`src/rtl/stack_pkg.sv`:
```
// stack_pkg: shared FSM encoding, opcodes and default sizes for the stack arbiter
package stack_pkg;
    localparam int DW_DEF    = 2;
    localparam int DEPTH_DEF = 256;
    localparam logic OP_PUSH = 1'b0;
    localparam logic OP_POP  = 1'b1;
    typedef enum logic [1:0] {
        IDLE    = 2'd0,
        ISSUE   = 2'd1,
        CAPTURE = 2'd2,
        ACK     = 2'd3
    } state_e;
endpackage

```
`src/rtl/rr_arbiter2.sv`:
```
// rr_arbiter2: two-way round-robin grant with pointer; burst lock when STACK_ARB_LOCK_EN is defined
module rr_arbiter2 (
    input  logic clk,
    input  logic rst,
    input  logic req_a,
    input  logic req_b,
    input  logic take,
    input  logic lock_upd,
    input  logic lock_in,
    input  logic owner,
    output logic gnt_b
);
    logic ptr_q, ptr_d, hold, base;
`ifdef STACK_ARB_LOCK_EN
    logic lock_q, lock_d;
    assign lock_d = lock_upd ? lock_in : lock_q;
    // lock as seen in the owner's last ACK cycle
    always_ff @(posedge clk or negedge rst) begin
        if (!rst) lock_q <= 1'b0;
        else      lock_q <= lock_d;
    end
    assign hold = lock_q && (owner ? req_b : req_a);
`else
    logic unused_lock;
    assign unused_lock = ^{lock_upd, lock_in, owner};
    assign hold = 1'b0;
`endif
    assign base  = (req_a && req_b) ? ptr_q : req_b;
    assign gnt_b = hold ? owner : base;
    assign ptr_d = (take && !hold) ? !gnt_b : ptr_q;
    // pointer moves to the port that was not granted
    always_ff @(posedge clk or negedge rst) begin
        if (!rst) ptr_q <= 1'b0;
        else      ptr_q <= ptr_d;
    end
endmodule

```
`src/rtl/stack_arbiter.sv`:
```
// stack_arbiter: round-robin sharing of one direction stack between two requesters; lock via STACK_ARB_LOCK_EN
module stack_arbiter
    import stack_pkg::*;
#(
    parameter int DW    = DW_DEF,
    parameter int DEPTH = DEPTH_DEF,
    parameter int CNT_W = 9
) (
    input  logic             clk,
    input  logic             rst,
    input  logic             req_a,
    input  logic             op_a,
    input  logic [DW-1:0]    wdata_a,
    output logic             ack_a,
    output logic             err_a,
    output logic [DW-1:0]    rdata_a,
    input  logic             req_b,
    input  logic             op_b,
    input  logic [DW-1:0]    wdata_b,
    output logic             ack_b,
    output logic             err_b,
    output logic [DW-1:0]    rdata_b,
    input  logic             lock_a,
    input  logic             lock_b,
    output logic             stk_push,
    output logic             stk_pop,
    output logic [DW-1:0]    stk_din,
    input  logic [DW-1:0]    stk_dout,
    input  logic             stk_empty,
    input  logic             stk_full,
    output logic             busy,
    output logic [CNT_W-1:0] count
);
    if ((2 ** CNT_W) <= DEPTH) begin : g_cnt_w_check
        $error("CNT_W too narrow for DEPTH");
    end

    state_e            state_q, state_d;
    logic              gnt_q, gnt_d, op_q, op_d, rej_q, rej_d, gnt_b, issue;
    logic [DW-1:0]     din_q, din_d, rda_q, rda_d, rdb_q, rdb_d;
    logic [CNT_W-1:0]  cnt_q, cnt_d;

    rr_arbiter2 u_arb (
        .clk      (clk),
        .rst      (rst),
        .req_a    (req_a),
        .req_b    (req_b),
        .take     (state_q == IDLE && (req_a || req_b)),
        .lock_upd (state_q == ACK),
        .lock_in  (gnt_q ? lock_b : lock_a),
        .owner    (gnt_q),
        .gnt_b    (gnt_b)
    );

    // next state: latch the grant, strobe the stack, capture pop data, then ack
    always_comb begin
        state_d = state_q;
        gnt_d   = gnt_q;
        op_d    = op_q;
        rej_d   = rej_q;
        din_d   = din_q;
        rda_d   = rda_q;
        rdb_d   = rdb_q;
        cnt_d   = cnt_q;
        case (state_q)
            IDLE: if (req_a || req_b) begin
                state_d = ISSUE;
                gnt_d   = gnt_b;
                op_d    = gnt_b ? op_b : op_a;
                din_d   = gnt_b ? wdata_b : wdata_a;
                rej_d   = (op_d == OP_POP) ? stk_empty : stk_full;
            end
            ISSUE: state_d = CAPTURE;
            CAPTURE: begin
                state_d = ACK;
                if (!rej_q && op_q == OP_POP) begin
                    rda_d = gnt_q ? rda_q : stk_dout;
                    rdb_d = gnt_q ? stk_dout : rdb_q;
                    cnt_d = cnt_q - CNT_W'(1);
                end else if (!rej_q) begin
                    cnt_d = cnt_q + CNT_W'(1);
                end
            end
            default: state_d = IDLE;
        endcase
    end

    // state and datapath registers; reset abandons any transaction in flight
    always_ff @(posedge clk or negedge rst) begin
        if (!rst) begin
            state_q <= IDLE;
            gnt_q   <= 1'b0;
            op_q    <= OP_PUSH;
            rej_q   <= 1'b0;
            din_q   <= '0;
            rda_q   <= '0;
            rdb_q   <= '0;
            cnt_q   <= '0;
        end else begin
            state_q <= state_d;
            gnt_q   <= gnt_d;
            op_q    <= op_d;
            rej_q   <= rej_d;
            din_q   <= din_d;
            rda_q   <= rda_d;
            rdb_q   <= rdb_d;
            cnt_q   <= cnt_d;
        end
    end

    assign issue    = state_q == ISSUE && !rej_q;
    assign stk_push = issue && op_q == OP_PUSH;
    assign stk_pop  = issue && op_q == OP_POP;
    assign ack_a    = state_q == ACK && !gnt_q;
    assign ack_b    = state_q == ACK && gnt_q;
    assign err_a    = ack_a && rej_q;
    assign err_b    = ack_b && rej_q;
    assign busy     = state_q != IDLE;
    assign stk_din  = din_q;
    assign rdata_a  = rda_q;
    assign rdata_b  = rdb_q;
    assign count    = cnt_q;
endmodule

```
`config.mk`:
```
export PLATFORM = sky130hd
export DESIGN_NAME = stack_arbiter
export DESIGN_NICKNAME = d
export VERILOG_FILES = /design/src/rtl/stack_pkg.sv /design/src/rtl/rr_arbiter2.sv /design/src/rtl/stack_arbiter.sv
export SDC_FILE = /design/constraint.sdc
export NUM_CORES = 1
export LEC_CHECK = 0
export ABC_AREA = 0
export BUFFER_PORTS_ARGS = -buffer_cell sky130_fd_sc_hd__buf_2
export CAP_MARGIN = 10
export CORE_AREA = 4 4 72 47
export DETAILED_ROUTE_END_ITERATION = 6
export DIE_AREA = 0 0 76 51
export HOLD_SLACK_MARGIN = 0.05
export MAX_ROUTING_LAYER = met4
export PLACE_DENSITY = 0.77
export SLEW_MARGIN = 10
export SYNTH_ARGS = -nofsm -noshare
export SYNTH_HDL_FRONTEND = slang
export SYNTH_HIERARCHICAL = 1
export SYNTH_SLANG_ARGS = --single-unit
```
`constraint.sdc`:
```
create_clock -name clk -period 4.3 [get_ports clk]
set_input_delay 0.86 -clock clk [delete_from_list [all_inputs] [get_ports clk]]
set_output_delay 0.86 -clock clk [all_outputs]
set_load 0.05 [all_outputs]
```
# --- Word-level counts from Yosys, hierarchy flattened ---
# Cells that the tools add are included.
# Widths: inputs -> output; s select.
word_totals:
  reg_bits: 21
  wordCells: 46
  output_inout_bits: 22
classes:
  n_bitwise: 2
  reduce_logical: 20
  eq_ne: 5
  mux: 8
  n_addsub: 2
ops:
  columns: ["operator", "n"]
  rows:
  - ["$mux 9", 2]
  - ["$logic_and 1x1->1", 10]
  - ["$add 9x1->9 const B", 1]
  - ["$sub 9x1->9 const B", 1]
  - ["$pmux 2 s3", 1]
  - ["$reduce_and 3->1", 2]
  - ["$eq 2x2->1 const B", 2]
  - ["$mux 2", 2]
  - ["$ne 2x1->1 const B", 2]
  - ["$reduce_and 2->1", 2]
  - ["$logic_not 1->1", 3]
  - ["$mux 1", 3]
  - ["$eq 2x1->1 const B", 1]
  - ["$logic_not 2->1", 1]
  - ["$not 1->1", 2]
  - ["$reduce_bool 2->1", 1]
  - ["$logic_or 1x1->1", 1]

# --- Longest topological paths before layout ---
depth:
  word_depth: 4
  mapped_depth: 8
  depth_no_buf: 7

# --- Modules after synthesis ---
# The synthesis kept the hierarchy.
by_module_without_submodules:
  columns: ["mod", "seq_area_each_um2", "cells_each", "area_per_inst_um2", "n_inst"]
  rows:
  - ["stack_arbiter", 500.5, 117, 1181.1, 1]
  - ["rr_arbiter2", 25.0, 5, 56.3, 1]

# --- Worst setup path after synthesis ---
# Ideal clock, no wire load.
synth_timing:
  kind: "reg-to-output"
  from: "register state_q[0]"
  to: "output port err_a"
  path_stages_with_launch: 4
  arrival_ns: 1.818
  required_time_ns: 3.440
  slack_ns: 1.622
  cell_sequence: "dfrtp_1 ha_1 nor2b_1 and2_1"
synth_between:
  elab_chain_len: 3
synth_rtl:
  columns: ["element", "line_no", "text"]
  rows:
  - ["from (decl)", "stack_arbiter.sv:38", "state_e state_q, state_d;"]
  - ["from (signal assigned)", "stack_arbiter.sv:100", "state_q <= state_d;"]
  - ["$eq 2x2->1", "stack_arbiter.sv:114", "assign ack_a = state_q == ACK && !gnt_q;"]
  - ["$logic_and 1x1->1", "stack_arbiter.sv:114", null]
  - ["via ack_a", "stack_arbiter.sv:14", "output logic ack_a,"]
  - ["$logic_and 1x1->1", "stack_arbiter.sv:116", "assign err_a = ack_a && rej_q;"]
  - ["to (decl)", "stack_arbiter.sv:15", "output logic err_a,"]
# The timed path passes the listed nets, and every way through them passes these cells.

# --- Final worst setup path ---
layout_timing:
  from: "register state_q[0]"
  to: "output port err_a"
layout_between:
  elab_chain_len: 3
layout_rtl:
  columns: ["element", "line_no"]
  rows:
  - ["$eq 2x2->1", "stack_arbiter.sv:114"]
  - ["$logic_and 1x1->1", "stack_arbiter.sv:114"]
  - ["$logic_and 1x1->1", "stack_arbiter.sv:116"]
# No other way between the ends.

==> run metrics <==
outcome finished, final reports clean; overall die height 51 µm; number of vias per cell after detailed routing 5.42; post-synthesis cell count 121; maximum clock skew at final layout 0.00469 ns; R2R Setup Slk 2.21 ns; routed wire length per instance 14.9 µm; FP Rows 15; largest net degree at the start of global routing 22; layout overhead on the synthesized area 19.0%; Inserted Clock Buffers 3; via total after detailed routing 1,035; YS warnings 6; critical path class flip-flop to output pin; CTS tree done; Resized cells post-CTS 0; number of global-route vias before repair 1,016; critical path's slowest cell dfrtp_1; number of DRC markers in iteration 0 115; reg-to-reg endpoint count[8]$_DFFE_PN0P_; r2r startpoint rej_q$_DFFE_PN0P_; clock root buffer master clkbuf_8; DRT Wirelength 2.84 mm; Remaining DRCs 0; arrival time of data at the critical path endpoint 1.48 ns; maximum clock frequency 428 MHz; cell chain of the critical path ha_1 > nor2b_1 > and2_1 > buf_2; transition time of the tightest slew-check pin 0.624 ns; Sum Neg Setup Slack 0 ns; path depth of the worst reg2reg path 6; Starting Density 44.4%; port buffer count 35; sum of buffers and inverters on the critical path 1; setup repair after global routing missed its margin no; final-report hold violation count 0; worst hold stages 1; Hold EP count[8]$_DFFE_PN0P_; Avg Synthesized Cell Area 10.1 µm²; number of antenna repair diodes 0; H-tree Lvls 1; path class of the lowest-slack min-delay path flip-flop to flip-flop; # Max-Cap Violations 0; GRT Resource Usage Total 15.7%; final worst path period share 54.4%; tightest slew margin relative to the limit 58.1%; Synth Cell Area 0.00123 mm²; largest buffer count on any clock path 2; worst-skew pair later-pin latency 0.26 ns; largest fanout of any net on the critical path 4; core box area 0.00276 mm²; post-CTS setup buffers 0; Final Wtd Congestion 0.893; Max Slew Vio Count 0; # setup viols final 0; antenna violations before repair 0; first-pass GRT wire length 4.73 mm; DPL Wire Length 2.20 mm; die span in x 76 µm; syn_nets 142; clock sinks 21; post-route minimum period 2.34 ns; net total in the final layout 179; largest delay contributor family on the critical path flip-flops; I/O pin total 38; area of the die 0.00388 mm²; type of origin of the critical path flip-flop; required time worst endpoint 3.44 ns; proportion of layout cells with a drive suffix above 1 34.4%; clock input transition at the sequential cells of the worst setup and hold paths 0.08 ns; Worst setup EP type output pin; beginning of the worst hold path count[8]$_DFFE_PN0P_; Crit path largest cell delay 0.41 ns; grt ovf 0; first-pass iteration count of the detailed router 4; number of nets still failing antenna checks after routing 0; hold-fix buffers at CTS 0
-- worst max-delay path by stage --
stage,startpoint,end,cells past startpoint
after global placement,req_a,rej_q$_DFFE_PN0P_,6
after global routing,state_q[0]$_DFFE_PN0P_,err_a,4
after CTS,state_q[0]$_DFFE_PN0P_,err_a,4
after floorplan,state_q[0]$_DFFE_PN0P_,err_a,3
after detailed placement,rej_q$_DFFE_PN0P_,count[8]$_DFFE_PN0P_,6
final,state_q[0]$_DFFE_PN0P_,err_a,4
-- metrics by stage --
stage	area (µm²)	hold WS, ns	worst slack (ns)	instances	util (%)
after floorplan	1230	0.519	1.62	121	-
after global placement	1410	0.451	2.29	187	51.1
after detailed placement	1410	0.477	2.23	187	51.1
after CTS	1460	0.490	1.96	191	52.9
after global routing	1460	0.515	1.81	191	52.9
final	1460	0.486	1.96	191	52.9
-- placed cells by master (no fill, tap or decap) --
cell	count
xnor2_1	5
or4_4	1
or2_2	1
nand4_1	2
a21oi_2	1
clkbuf_8	3
nand2b_4	3
o31ai_1	1
buf_2	35
mux2_2	5
nor3b_1	1
and2_2	1
nor2b_1	1
or3_1	1
o21ai_1	2
nor3_1	4
nor4bb_1	1
dfrtp_1	21
a2bb2oi_1	1
nand3_1	2
nor2_1	11
mux2i_1	7
o21ai_0	5
o21ai_2	1
and3_1	1
nand2_1	15
ha_1	5
a31oi_1	2
nor4_1	1
a21oi_1	2
nor2b_4	1
clkinvlp_4	1
and2_1	2
xor2_1	4
nor3_2	1
inv_1	6
-- routing by layer --
| metal | GRT usage (%) | routed length (µm) |
|---|---|---|
| met1 | 18.5 | 1250 |
| met2 | 25.7 | 1330 |
| met3 | 5.28 | 212 |
| met4 | 4.44 | 53 |
| met5 | - | 0 |
-- registers in the layout (all words and copies together), names as in the netlist --
register and flops:
count 9, gnt_q 1, op_q 1, rdata_a 2
rdata_b 2, rej_q 1, state_q 2, stk_din 2
u_arb/ptr_q 1
-- cell type report --
cell class                      count  area, µm²
Clock buffer                        3       41.3
Tap cell                           34       42.5
Multi-Input combinational cell     91        644
Timing Repair Buffer               35        175
Fill cell                         263       1300
Inverter                            6       22.5
Clock inverter                      1       7.51
Sequential cell                    21        526
Power is not shown: default switching activity piles up to over one toggle a cycle in this logic, so the estimate is an artifact.
